==> src/rtl/i2c_reg_arbiter.sv <==
// Arbitrates an I2C slave port and a local host port onto one register bank; reg 0 is a read-only ID.
// One-cycle grant latency from a request seen in IDLE; requesters hold their level request until served.
module i2c_reg_arbiter #(
    parameter int         NUM_REGS    = 16,
    parameter logic [7:0] ID_VALUE    = 8'hA5,
    parameter int         ACK_TIMEOUT = 15_000
) (
    input  logic       i_sys_clk,
    input  logic       i_rst_n,
    input  logic [7:0] i_i2c_addr,
    input  logic       i_i2c_addr_load,
    input  logic       i_i2c_rd_req,
    output logic [7:0] o_i2c_rd_data,
    output logic       o_i2c_rd_valid,
    input  logic       i_i2c_rd_ack,
    input  logic [7:0] i_i2c_wr_data,
    input  logic       i_i2c_wr_valid,
    output logic       o_i2c_wr_ack,
    input  logic       i_host_req,
    input  logic       i_host_we,
    input  logic [7:0] i_host_addr,
    input  logic [7:0] i_host_wdata,
    output logic [7:0] o_host_rdata,
    output logic       o_host_done,
    output logic       o_err,
    output logic       o_busy
);

    localparam int         AW     = (NUM_REGS > 2) ? $clog2(NUM_REGS) : 1;
    localparam int         TW     = $clog2(ACK_TIMEOUT + 1);
    localparam logic [8:0] NREGS9 = 9'(NUM_REGS);
    localparam logic [7:0] LAST   = 8'(NUM_REGS - 1);

    typedef enum logic [1:0] {IDLE, I2C_RD_HOLD, I2C_WR_ACK, HOST_ACK} state_t;

    state_t        state_q, state_d;
    logic [7:0]    ptr_q, ptr_d;
    logic [7:0]    bank_q [NUM_REGS];
    logic [7:0]    bank_d [NUM_REGS];
    logic [TW-1:0] tmo_q, tmo_d;
    logic          last_i2c_q, last_i2c_d;
    logic [7:0]    rd_data_q, rd_data_d;
    logic          rd_valid_q, rd_valid_d;
    logic          wr_ack_q, wr_ack_d;
    logic [7:0]    host_rdata_q, host_rdata_d;
    logic          host_done_q, host_done_d;
    logic          err_q, err_d;

    logic          i2c_pend, grant_i2c, grant_host;
    logic [7:0]    acc_addr, acc_wdata, acc_rdata, ptr_inc;
    logic          acc_in_range, acc_writable;

    assign i2c_pend   = i_i2c_rd_req | i_i2c_wr_valid;
    // On a tie, the side not served last wins.
    assign grant_i2c  = i2c_pend & (~i_host_req | ~last_i2c_q);
    assign grant_host = i_host_req & ~grant_i2c;

    assign acc_addr     = grant_host ? i_host_addr : ptr_q;
    assign acc_wdata    = grant_host ? i_host_wdata : i_i2c_wr_data;
    assign acc_in_range = ({1'b0, acc_addr} < NREGS9);
    assign acc_writable = acc_in_range && (acc_addr != 8'd0);
    assign acc_rdata    = (acc_addr == 8'd0) ? ID_VALUE :
                          (!acc_in_range)    ? 8'hFF    : bank_q[acc_addr[AW-1:0]];
    assign ptr_inc      = (ptr_q == LAST) ? 8'd0 : ptr_q + 8'd1;

    always_comb begin
        state_d      = state_q;
        ptr_d        = ptr_q;
        bank_d       = bank_q;
        tmo_d        = tmo_q;
        last_i2c_d   = last_i2c_q;
        rd_data_d    = rd_data_q;
        rd_valid_d   = rd_valid_q;
        host_rdata_d = host_rdata_q;
        wr_ack_d     = 1'b0;
        host_done_d  = 1'b0;
        err_d        = 1'b0;

        case (state_q)
            IDLE: begin
                if (grant_i2c) begin
                    last_i2c_d = 1'b1;
                    // A pending write is served before a pending read.
                    if (i_i2c_wr_valid) begin
                        if (acc_writable) bank_d[acc_addr[AW-1:0]] = acc_wdata;
                        else              err_d = 1'b1;
                        wr_ack_d = 1'b1;
                        ptr_d    = ptr_inc;
                        state_d  = I2C_WR_ACK;
                    end else begin
                        rd_data_d  = acc_rdata;
                        rd_valid_d = 1'b1;
                        err_d      = !acc_in_range;
                        tmo_d      = TW'(ACK_TIMEOUT);
                        state_d    = I2C_RD_HOLD;
                    end
                end else if (grant_host) begin
                    last_i2c_d = 1'b0;
                    if (i_host_we) begin
                        if (acc_writable) bank_d[acc_addr[AW-1:0]] = acc_wdata;
                        else              err_d = 1'b1;
                    end else begin
                        host_rdata_d = acc_rdata;
                        err_d        = !acc_in_range;
                    end
                    host_done_d = 1'b1;
                    state_d     = HOST_ACK;
                end
            end
            I2C_RD_HOLD: begin
                if (i_i2c_rd_ack) begin
                    rd_valid_d = 1'b0;
                    ptr_d      = ptr_inc;
                    state_d    = IDLE;
                end else if (tmo_q <= TW'(1)) begin
                    // Abandoned read: the pointer stays put so the master can retry.
                    rd_valid_d = 1'b0;
                    err_d      = 1'b1;
                    state_d    = IDLE;
                end else begin
                    tmo_d = tmo_q - TW'(1);
                end
            end
            I2C_WR_ACK: state_d = IDLE;
            HOST_ACK:   state_d = IDLE;
            default:    state_d = IDLE;
        endcase

        if (i_i2c_addr_load) ptr_d = i_i2c_addr;
    end

    always_ff @(posedge i_sys_clk) begin
        if (!i_rst_n) begin
            state_q      <= IDLE;
            ptr_q        <= 8'd0;
            tmo_q        <= '0;
            last_i2c_q   <= 1'b0;
            rd_data_q    <= 8'd0;
            rd_valid_q   <= 1'b0;
            wr_ack_q     <= 1'b0;
            host_rdata_q <= 8'd0;
            host_done_q  <= 1'b0;
            err_q        <= 1'b0;
            for (int i = 0; i < NUM_REGS; i++) bank_q[i] <= 8'd0;
        end else begin
            state_q      <= state_d;
            ptr_q        <= ptr_d;
            tmo_q        <= tmo_d;
            last_i2c_q   <= last_i2c_d;
            rd_data_q    <= rd_data_d;
            rd_valid_q   <= rd_valid_d;
            wr_ack_q     <= wr_ack_d;
            host_rdata_q <= host_rdata_d;
            host_done_q  <= host_done_d;
            err_q        <= err_d;
            for (int i = 0; i < NUM_REGS; i++) bank_q[i] <= bank_d[i];
        end
    end

    assign o_i2c_rd_data  = rd_data_q;
    assign o_i2c_rd_valid = rd_valid_q;
    assign o_i2c_wr_ack   = wr_ack_q;
    assign o_host_rdata   = host_rdata_q;
    assign o_host_done    = host_done_q;
    assign o_err          = err_q;
    assign o_busy         = (state_q != IDLE);

endmodule
==> config.mk <==
export PLATFORM = sky130hd
export DESIGN_NAME = i2c_reg_arbiter
export DESIGN_NICKNAME = d
export VERILOG_FILES = /design/src/rtl/i2c_reg_arbiter.sv
export SDC_FILE = /design/constraint.sdc
export NUM_CORES = 1
export LEC_CHECK = 0
export BUFFER_PORTS_ARGS = -buffer_cell sky130_fd_sc_hd__clkbuf_2
export CORE_ASPECT_RATIO = 1.4
export CORE_MARGIN = 1
export CORE_UTILIZATION = 54
export CTS_BUF_LIST = sky130_fd_sc_hd__clkbuf_8
export DETAILED_ROUTE_END_ITERATION = 6
export PLACE_DENSITY = 0.73
export RECOVER_POWER = 25
export REMOVE_ABC_BUFFERS = 1
export SLEW_MARGIN = 15
export SYNTH_ARGS = -nofsm -noshare
export SYNTH_HDL_FRONTEND = slang
export SYNTH_SLANG_ARGS = --single-unit
==> constraint.sdc <==
create_clock -name i_sys_clk -period 4.3 [get_ports i_sys_clk]
set_input_delay 0.86 -clock i_sys_clk [delete_from_list [all_inputs] [get_ports i_sys_clk]]
set_output_delay 0.86 -clock i_sys_clk [all_outputs]
set_load 0.03 [all_outputs]
==> flow_summary.toml, run 1 <==
[finish]
layout.filler_cells = 1295
antenna_cells = 0
post-route-util_pct = 60.4
drive_above_1_share_pct = 15.0
area_growth_pct = 8.94
final_net_count = 943

[floorplan]
die_x_um = 105
rows = 52
placeable_core_area_um2 = 14400
initial_core_util_pct = 55.4
ioPinCount = 61
chipHeight_um = 146
fp.dieArea_um2 = 15300

[flow_run]
maxCapViolations = 0

[pwr]
p_leak_nw = 3.53
netSwitchingFraction_pct = 29.7
pwr-share-seq_pct = 50.5
internal_power_mw = 2.35
combPwrFrac_pct = 16.7
power_switching_mw = 0.996
p_per_area_nw_per_um2 = 384
ir_worst_vdd_mv = 0.231
clkPwrFrac_pct = 32.9

[global_route]
grt_first_pass_wirelength_mm = 33.5
globalRouteOverflowTotal = 0
first_global_vias = 6483
globalRouteTotalUtil_pct = 28.0
grt_max_degree = 70
antenna_found_initial = 0

[timing]
finClkSkew_ns = 0.00678
whs_ns = 0.472
finalCritPeriodShare_pct = 78.2
fmaxAchievable_ghz = 0.297
hold_viol_final = 0
max_slew_headroom_pct = 6.96
finalSetupViolCount = 0
rsz0062_at_grt = "no"
final_period_minus_worst_setup_slack_ns = 3.36
slew_viol_final = 0
timing_worst_slew_pin_value_ns = 1.40
fin_tns_setup_ns = 0

[route]
drtIter0Drc = 375
viasPerCell = 6.01
firstDrtPassIters = 5
final_wirelength_mm = 20.6
dr_total_vias = 6618
route.antenna.remaining_nets = 0
routedWlPerCell_um = 18.8
route.detailed.drc = 0

[yosys]
post_synth_edffs = 0
seq_area_frac_synth_pct = 43.3
synth_area_leaders = "sky130_fd_sc_hd__dfxtp_1 43%, sky130_fd_sc_hd__a211oi_1 8.7%, sky130_fd_sc_hd__o211a_1 5.5%, sky130_fd_sc_hd__nor2_1 5.1%, sky130_fd_sc_hd__nand2_1 4.7%"
synth_top_area_cell = "sky130_fd_sc_hd__dfxtp_1"
fraction_of_the_mapped_netlist_area_in_simple_logic_gates_pct = 19.7
post_synthesis_compound_gate_area_fraction_pct = 23.1
synth_xor_xnor_area_share_pct = 1.31
synth.mux.area_fraction_pct = 8.02
synth_top_area_share_pct = 43.3
synth-warning-count = 0
post_synth_inst_count = 862
synthMostInstantiatedCell = "sky130_fd_sc_hd__dfxtp_1"
synth_top_family_by_area = "compound AO/OA/AOI/OAI gates"
postSynth.topFlopCell = "sky130_fd_sc_hd__dfxtp_1"
synth_area_um2 = 8000
synth.lib_cells_used.distinct = 64
synthArstFlopShare_pct = 0
synth_top_cells_by_count = "173 x sky130_fd_sc_hd__dfxtp_1, 108 x sky130_fd_sc_hd__nor2_1, 101 x sky130_fd_sc_hd__nand2_1"
post_synth_fa_ha_maj_area_fraction_pct = 0.469
synthesis.area_per_instance_um2 = 9.29
synth-seq-cells = 173

[setup_path]
worstPathRequired_ns = 4.70
critPathKind = "input port to register"
rr_worst_depth = 8
cp_max_fo = 27
cp.arrival_ns = 3.77
endpoint_kind = "register"
start_kind = "input port"

[clock_tree]
cts_tree = "yes"
root_buffer = "sky130_fd_sc_hd__clkbuf_8"
cts.clk_slew.worst_paths_ns = 0.09
clock_tree.htree_level_count = 4
cts_max_path_buffers = 2
number_of_setup_buffers_added_after_cts = 0
post_cts_resized = 0
cts_num_sinks = 173
hold_buffers = 0
cts_made_buffers = 17
clkLatencyLatePin_ns = 0.46

[status]
outcome = "finished clean"

[placed_design]
portBuffers = 60
dp_hpwl_mm = 14.3
placer_congestion_estimate = 0.943

[hold_path]
hold-path-cell-count = 1
hold_class = "register to register"
final cells by class:
cell class | count | area (um^2) | share of cell area, %
multi-input combinational | 623 | 4200 | 48.2
sequential | 173 | 3460 | 39.7
timing repair buffer | 78 | 418 | 4.79
clock buffer | 18 | 248 | 2.84
tap | 189 | 236 | 2.71
clock inverter | 13 | 128 | 1.46
inverter | 7 | 26.3 | 0.301
metal layers:
| metal | GRT usage (%) | part of all wire [%] | up-vias |
|---|---|---|---|
| li1 | - | - | 3231 |
| met1 | 33.7 | 42 | 3148 |
| met2 | 48.2 | 50 | 198 |
| met3 | 5.13 | 5.0 | 41 |
| met4 | 13.0 | 3.1 | 0 |
| met5 | 0 | 0 | - |
layout by cell type (no fill, tap or decap), types with 9 or more instances in the layout:
cell type and instances:
sky130_fd_sc_hd__clkbuf_2 39, sky130_fd_sc_hd__mux2i_1 36, sky130_fd_sc_hd__o21ai_0 21, sky130_fd_sc_hd__clkbuf_8 18, sky130_fd_sc_hd__o211a_1 44, sky130_fd_sc_hd__nand2_1 101, sky130_fd_sc_hd__a31oi_1 11, sky130_fd_sc_hd__and3_1 20
sky130_fd_sc_hd__nor3_1 19, sky130_fd_sc_hd__buf_4 16, sky130_fd_sc_hd__clkbuf_1 22, sky130_fd_sc_hd__a21oi_1 19, sky130_fd_sc_hd__dfxtp_1 173, sky130_fd_sc_hd__nor2_4 11, sky130_fd_sc_hd__nor2_1 108, sky130_fd_sc_hd__inv_1 9
sky130_fd_sc_hd__a211oi_1 93
worst max-delay path, stage by stage:
cell,delay (ns)
sky130_fd_sc_hd__clkbuf_1,0.40
sky130_fd_sc_hd__inv_1,0.16
sky130_fd_sc_hd__o21ai_2,0.55
sky130_fd_sc_hd__nand2_4,0.34
sky130_fd_sc_hd__buf_4,0.30
sky130_fd_sc_hd__mux2i_1,0.14
sky130_fd_sc_hd__mux4_2,0.50
sky130_fd_sc_hd__o221ai_1,0.31
sky130_fd_sc_hd__a22o_1,0.19
stage by stage:
| step | cell area, um^2 | power [mW] | worst slack (ns) | cells |
|---|---|---|---|---|
| 6_report | 8720 | 3.35 | 0.937 | 1101 |
| 5_1_grt | 8720 | 3.48 | 0.741 | 1101 |
| 4_1_cts | 8760 | 3.37 | 1.18 | 1101 |
| 3_5_place_dp | 8390 | 2.29 | 0.699 | 1070 |
| 3_3_place_gp | 8390 | 2.28 | 0.794 | 1070 |
| 2_1_floorplan | 7700 | 2.09 | 1.23 | 803 |
power by group through the flow:
stage | logic [mW] | registers, mW | clock network (mW)
2_1_floorplan | 0.340 | 1.75 | 0
3_3_place_gp | 0.553 | 1.73 | 0
3_5_place_dp | 0.558 | 1.73 | 0
4_1_cts | 0.560 | 1.69 | 1.12
5_1_grt | 0.598 | 1.70 | 1.19
6_report | 0.557 | 1.69 | 1.10
final timing paths:
kind	slack, ns	start	endpoint
max reg2reg	1.26	last_i2c_q$_SDFFE_PN0P_	o_host_rdata[3]$_SDFFE_PN0P_
max	0.94	i_host_req	o_i2c_rd_data[1]$_SDFFE_PN0P_
min	0.47	bank_q[123]$_SDFFE_PN0P_	bank_q[123]$_SDFFE_PN0P_
min reg2reg	0.47	bank_q[123]$_SDFFE_PN0P_	bank_q[123]$_SDFFE_PN0P_
cells by family (layout without fill, tap and decap cells):
kind of cell               after synthesis  in the layout
xor gates and xnor gates                12             12
adders and majority gates                3              3
muxes                                   54             54
and+or+nand+nor                        318            318
buffers and inverters                   66            116
DFF                                    173            173
AOI/OAI and AO/OA                      236            236
sequential cells by signal (all words and copies together), names as in the netlist, 2 cells and up:
signal,flops
o_i2c_rd_data,8
tmo_q,14
state_q,2
bank_q,128
o_host_rdata,8
ptr_q,8
Power figures use the tool's default switching activity.
==> run 2: changes to the inputs <==
==> constraint.sdc (replaced) <==
create_clock -name i_sys_clk -period 3.4 [get_ports i_sys_clk]
set_input_delay 0.68 -clock i_sys_clk [delete_from_list [all_inputs] [get_ports i_sys_clk]]
set_output_delay 0.68 -clock i_sys_clk [all_outputs]
set_load 0.03 [all_outputs]
==> flow_summary.toml, run 2 (synthesis results as in run 1) <==
[status]
outcome = "finished clean"

[floorplan]
chipHeight_um = 146
ioPinCount = 61
placeable_core_area_um2 = 14400
initial_core_util_pct = 55.4
fp.dieArea_um2 = 15300
rows = 52
die_x_um = 105

[clock_tree]
cts_tree = "yes"
cts_max_path_buffers = 2
cts_num_sinks = 173
root_buffer = "sky130_fd_sc_hd__clkbuf_8"
cts.clk_slew.worst_paths_ns = 0.09
post_cts_resized = 0
cts_made_buffers = 17
clkLatencyLatePin_ns = 0.46
hold_buffers = 0
clock_tree.htree_level_count = 4
number_of_setup_buffers_added_after_cts = 0

[global_route]
grt_max_degree = 59
globalRouteTotalUtil_pct = 26.9
globalRouteOverflowTotal = 0
antenna_found_initial = 0
first_global_vias = 6282
grt_first_pass_wirelength_mm = 32.5

[route]
route.antenna.remaining_nets = 0
routedWlPerCell_um = 18.3
dr_total_vias = 6604
final_wirelength_mm = 20.4
viasPerCell = 5.95
route.detailed.drc = 0
drtIter0Drc = 434
firstDrtPassIters = 6

[setup_path]
timing.critical_path.slowest_cell_delay_ns = 0.58
cp_max_fo = 16
endpoint_kind = "register"
r2r_setup_slack_ns = 0.65
worst_r2r_endpoint = "bank_q[15]$_SDFFE_PN0P_"
start_kind = "input port"
worstPathRequired_ns = 3.77
regToRegStartpoint = "last_i2c_q$_SDFFE_PN0P_"
worstPathBufferInverterCount = 1
rr_worst_depth = 7
cp.arrival_ns = 3.22
crit_path_cell_trace = "clkbuf_1 > a21boi_0 > a21oi_1 > a211oi_4 > nand3_1 > nor2_2 > nor2_1 > a211oi_1"
cpMaxStageDelayCell = "sky130_fd_sc_hd__nor2_2"
worst-path-stages = 8
critPathKind = "input port to register"
timing.critical_path.max_delay_family = "compound AO/OA/AOI/OAI gates"

[finish]
area_growth_pct = 9.86
top_regs = "bank_q x128, tmo_q x14"
most_flops_register = "bank_q"
final_net_count = 951
antenna_cells = 0
largest_reg_flops = 128
drive_above_1_share_pct = 15.7
post-route-util_pct = 60.9
mostFrequentLayoutCells = "173 x sky130_fd_sc_hd__dfxtp_1, 109 x sky130_fd_sc_hd__nor2_1, 101 x sky130_fd_sc_hd__nand2_1"
mostFrequentLayoutCell = "sky130_fd_sc_hd__dfxtp_1"

[hold_path]
hp-start = "i_i2c_addr[1]"
hold-path-cell-count = 3
hold_end = "ptr_q[1]$_SDFFE_PN0P_"
hold_class = "input port to register"

[timing]
final_period_minus_worst_setup_slack_ns = 2.85
fin_tns_setup_ns = 0
finalSetupViolCount = 0
finClkSkew_ns = 0.0115
slew_viol_final = 0
rsz0062_at_grt = "no"
hold_viol_final = 0
finalCritPeriodShare_pct = 83.8
timing_worst_slew_pin_value_ns = 0.968
fmaxAchievable_ghz = 0.351
max_slew_headroom_pct = 34.6

[placed_design]
dp_hpwl_mm = 14.2
portBuffers = 60
placer_congestion_estimate = 0.921

[flow_run]
maxCapViolations = 0

[pwr]
ir_worst_vdd_mv = 0.261
p_leak_nw = 3.58
p_per_area_nw_per_um2 = 489
==> run 2: cell count changes in the layout (fill, tap and decap cells not counted), sizes merged <==
cell | previous run | this run
inv | 11 | 14
clkinvlp | 2 | 1
clkbuf | 79 | 78
buf | 17 | 25
==> run 2: area by class of cell <==
| cell class | count | area, um^2 |
|---|---|---|
| clock buffer | 17 | 234 |
| tap | 189 | 236 |
| multi-input combinational | 623 | 4190 |
| inverter | 7 | 26.3 |
| timing repair buffer | 86 | 489 |
| fill | 1290 | 5650 |
| sequential | 173 | 3460 |
| clock inverter | 15 | 159 |
==> run 2: worst max-delay path by stage <==
stage | from | endpoint | slack (ns)
after floorplan | i_i2c_rd_req | o_host_rdata[6]$_SDFFE_PN0P_ | 0.51
after global placement | i_i2c_wr_valid | o_i2c_rd_data[7]$_SDFFE_PN0P_ | 0.40
after global routing | i_host_req | bank_q[14]$_SDFFE_PN0P_ | 0.32
after detailed placement | i_i2c_wr_valid | o_host_rdata[1]$_SDFFE_PN0P_ | 0.35
final | i_host_req | bank_q[15]$_SDFFE_PN0P_ | 0.55
after CTS | last_i2c_q$_SDFFE_PN0P_ | o_i2c_rd_data[1]$_SDFFE_PN0P_ | 0.70
==> run 2: per-layer routing <==
layer,vias to the layer above,track usage [%],share of wire [%]
li1,3240,-,-
met1,3151,32.5,43
met5,-,0,0
met2,175,46.7,49
met3,38,4.60,4.3
met4,0,12.0,3.7
==> run 2: through the flow <==
stage	cell area, um^2	std cells	setup WS [ns]	power, mW	hold WS [ns]
2_1_floorplan	7700	803	0.514	2.64	0.430
3_3_place_gp	8460	1078	0.402	2.90	0.444
3_5_place_dp	8460	1078	0.355	2.91	0.447
4_1_cts	8850	1110	0.704	4.31	0.461
5_1_grt	8790	1110	0.324	4.46	0.485
6_report	8790	1110	0.552	4.30	0.466
==> run 2: report_power, final <==
group	leakage [nW]	switching [mW]	internal (mW)	total [mW]
clock network	0.205	0.779	0.665	1.44
logic	1.97	0.480	0.239	0.720
registers	1.40	0.0504	2.08	2.14
==> run 2: worst register-to-register path: stages, from the launching register on <==
cell and delay [ns]:
sky130_fd_sc_hd__dfxtp_1 0.42, sky130_fd_sc_hd__o21bai_4 0.19, sky130_fd_sc_hd__nand2_4 0.25, sky130_fd_sc_hd__mux2_2 0.57
sky130_fd_sc_hd__nand3_1 0.37, sky130_fd_sc_hd__nor2_2 0.58, sky130_fd_sc_hd__nor2_1 0.08, sky130_fd_sc_hd__a211oi_1 0.21
==> run 3: changes to the inputs <==
--- a/config.mk
+++ b/config.mk
@@ -5,6 +5,7 @@
 export SDC_FILE = /design/constraint.sdc
 export NUM_CORES = 1
 export LEC_CHECK = 0
+export ABC_AREA = 1
 export BUFFER_PORTS_ARGS = -buffer_cell sky130_fd_sc_hd__clkbuf_2
 export CORE_ASPECT_RATIO = 1.4
 export CORE_MARGIN = 1
==> constraint.sdc (replaced) <==
create_clock -name i_sys_clk -period 2.65 [get_ports i_sys_clk]
set_input_delay 0.53 -clock i_sys_clk [delete_from_list [all_inputs] [get_ports i_sys_clk]]
set_output_delay 0.53 -clock i_sys_clk [all_outputs]
set_load 0.03 [all_outputs]
==> flow_summary.toml, run 3 <==
[status]
outcome = "finished clean"

[route]
drtIter0Drc = 738
viasPerCell = 5.63
final_wirelength_mm = 24.6
route.detailed.drc = 0
dr_total_vias = 8736
routedWlPerCell_um = 15.9
firstDrtPassIters = 7
route.antenna.remaining_nets = 0

[clock_tree]
cts_num_sinks = 173
root_buffer = "sky130_fd_sc_hd__clkbuf_8"
number_of_setup_buffers_added_after_cts = 0
hold_buffers = 0
cts.clk_slew.worst_paths_ns = 0.09
cts_made_buffers = 17
clkLatencyLatePin_ns = 0.47
cts_tree = "yes"
post_cts_resized = 0
clock_tree.htree_level_count = 4
cts_max_path_buffers = 2

[pwr]
p_per_area_nw_per_um2 = 611
p_leak_nw = 3.98
ir_worst_vdd_mv = 0.413

[yosys]
post_synth_edffs = 0
synth_xor_xnor_area_share_pct = 0.732
synth_area_leaders = "sky130_fd_sc_hd__dfxtp_1 41%, sky130_fd_sc_hd__nand2_1 18%, sky130_fd_sc_hd__nand3_1 9.0%, sky130_fd_sc_hd__a21oi_1 7.9%, sky130_fd_sc_hd__nor2_1 3.7%"
synthesis.area_per_instance_um2 = 6.64
post_synthesis_compound_gate_area_fraction_pct = 14.6
post_synth_fa_ha_maj_area_fraction_pct = 0.448
synth_area_um2 = 8380
post_synth_inst_count = 1263
synth_top_area_cell = "sky130_fd_sc_hd__dfxtp_1"
synth.lib_cells_used.distinct = 32
seq_area_frac_synth_pct = 41.3
synth_top_family_by_area = "simple AND/OR/NAND/NOR gates"
synth.mux.area_fraction_pct = 0
postSynth.topFlopCell = "sky130_fd_sc_hd__dfxtp_1"
synthMostInstantiatedCell = "sky130_fd_sc_hd__nand2_1"
synth_top_cells_by_count = "405 x sky130_fd_sc_hd__nand2_1, 173 x sky130_fd_sc_hd__dfxtp_1, 151 x sky130_fd_sc_hd__nand3_1"
synth-seq-cells = 173
fraction_of_the_mapped_netlist_area_in_simple_logic_gates_pct = 35.8
synth_top_area_share_pct = 41.3
synthArstFlopShare_pct = 0
synth-warning-count = 0

[floorplan]
fp.dieArea_um2 = 16000
chipHeight_um = 149
die_x_um = 107
placeable_core_area_um2 = 15100
initial_core_util_pct = 55.4
rows = 53
ioPinCount = 61

[global_route]
grt_max_degree = 46
first_global_vias = 7816
grt_first_pass_wirelength_mm = 38.8
globalRouteOverflowTotal = 0
globalRouteTotalUtil_pct = 31.3
antenna_found_initial = 0

[timing]
fmaxAchievable_ghz = 0.425
fin_tns_setup_ns = 0
finalSetupViolCount = 0
final_period_minus_worst_setup_slack_ns = 2.36
max_slew_headroom_pct = 5.86
rsz0062_at_grt = "no"
timing_worst_slew_pin_value_ns = 1.41
finClkSkew_ns = 0.0107
slew_viol_final = 0
finalCritPeriodShare_pct = 88.9
fin_ws_ns = 0.295
hold_viol_final = 0

[finish]
multi_input_comb_area_um2 = 4340
antenna_cells = 0
drive_above_1_share_pct = 13.8
mostFrequentLayoutCell = "sky130_fd_sc_hd__nand2_1"
final_net_count = 1389
seqCellArea_um2 = 3460
largest_reg_flops = 128
top_regs = "bank_q x128, tmo_q x14"
layout.filler_cells = 1477
mostFrequentLayoutCells = "405 x sky130_fd_sc_hd__nand2_1, 173 x sky130_fd_sc_hd__dfxtp_1, 151 x sky130_fd_sc_hd__nand3_1"
area_growth_pct = 14.4
post-route-util_pct = 63.4
most_flops_register = "bank_q"

[setup_path]
worstPathRequired_ns = 3.05
cp.arrival_ns = 2.75
timing.critical_path.slowest_cell_delay_ns = 0.34
worstPathBufferInverterCount = 5
critPathKind = "register to register"
regToRegStartpoint = "last_i2c_q$_SDFFE_PN0P_"
cp_max_fo = 32
r2r_setup_slack_ns = 0.29
critical-path-top-cell-by-count = "sky130_fd_sc_hd__nand2_1"
timing.critical_path.max_delay_family = "simple AND/OR/NAND/NOR gates"
cpMaxStageDelayCell = "sky130_fd_sc_hd__o21ai_0"
rr_worst_depth = 14
start_kind = "register"
crit_path_cell_trace = "nand2_1 > o21ai_2 > nand2_2 > inv_1 > o21ai_0 > inv_1 > nand2_1 > inv_2 > nand2_4 > inv_2 > buf_12 > nand2_2 > nand2_1 > a21oi_1"
endpoint_kind = "register"
worst_r2r_endpoint = "bank_q[75]$_SDFFE_PN0P_"

[hold_path]
hold_class = "input port to register"
hp-start = "i_i2c_addr[4]"
hold-path-cell-count = 3
hold_end = "ptr_q[4]$_SDFFE_PN0P_"

[flow_run]
maxCapViolations = 0

[placed_design]
portBuffers = 60
placement.setup.worst_slack_ns = -0.0350
placer_congestion_estimate = 1.00
dp_hpwl_mm = 17.6
==> run 3: routing by layer <==
layer  part of all wire (%)  vias to the layer above  global-route usage, %
met5                      0                        -                      0
met4                    4.9                        0                   18.2
met3                    6.1                       92                   4.94
met2                     49                      338                   53.2
met1                     40                     3996                   37.2
li1                       -                     4310                      -
==> run 3: worst register-to-register path, stage by stage, from the launching register on <==
cell and delay, ns:
sky130_fd_sc_hd__dfxtp_1 0.33, sky130_fd_sc_hd__nand2_1 0.09, sky130_fd_sc_hd__o21ai_2 0.07, sky130_fd_sc_hd__nand2_2 0.15, sky130_fd_sc_hd__inv_1 0.11, sky130_fd_sc_hd__o21ai_0 0.35
sky130_fd_sc_hd__inv_1 0.22, sky130_fd_sc_hd__nand2_1 0.17, sky130_fd_sc_hd__inv_2 0.07, sky130_fd_sc_hd__nand2_4 0.06, sky130_fd_sc_hd__inv_2 0.08, sky130_fd_sc_hd__buf_12 0.18
sky130_fd_sc_hd__nand2_2 0.20, sky130_fd_sc_hd__nand2_1 0.08, sky130_fd_sc_hd__a21oi_1 0.14
==> run 3: cells by family after synthesis <==
family,count (synthesis)
xor gates and xnor gates,7
buffers and inverters,148
and+or+nand+nor,704
adders and majority gates,3
DFF,173
AOI/OAI and AO/OA,228
==> run 3: power breakdown <==
group	internal (mW)	switching, mW	leakage (nW)
clock network	0.768	1.00	0.187
logic	0.406	0.919	2.39
registers	2.69	0.0691	1.40
total	3.87	1.99	3.98
==> run 3: worst max-delay path by stage <==
stage               slack, ns                     from                       endpoint  depth (start not counted)
floorplan               -1.04             i_i2c_rd_req         bank_q[0]$_SDFFE_PN0P_                         14
global placement        0.002               i_host_req  o_i2c_rd_data[0]$_SDFFE_PN0P_                         18
detailed placement      -0.04               i_host_req   o_host_rdata[0]$_SDFFE_PN0P_                         18
CTS                      0.32  last_i2c_q$_SDFFE_PN0P_   o_host_rdata[0]$_SDFFE_PN0P_                         17
global route              0.1    ptr_q[7]$_SDFFE_PN0P_        bank_q[75]$_SDFFE_PN0P_                         13
finish                   0.29  last_i2c_q$_SDFFE_PN0P_        bank_q[75]$_SDFFE_PN0P_                         14
==> run 3: per-stage QoR <==
stage / cell area, um^2 / power [mW] / cells / hold WS, ns
2_1_floorplan: 8110 / 3.59 / 1200 / 0.407
3_3_place_gp: 9250 / 4.13 / 1519 / 0.414
3_5_place_dp: 9250 / 4.13 / 1519 / 0.418
4_1_cts: 9620 / 5.86 / 1551 / 0.277
5_1_grt: 9580 / 6.10 / 1551 / 0.292
6_report: 9580 / 5.85 / 1551 / 0.298
==> run 3: final cells by class <==
cell class | instances | share of cell area, %
Clock buffer | 18 | 2.58
Clock inverter | 14 | 1.25
Inverter | 85 | 3.36
Multi-Input combinational cell | 942 | 45.2
Sequential cell | 173 | 36.1
Tap cell | 192 | 2.51
Timing Repair Buffer | 127 | 8.93
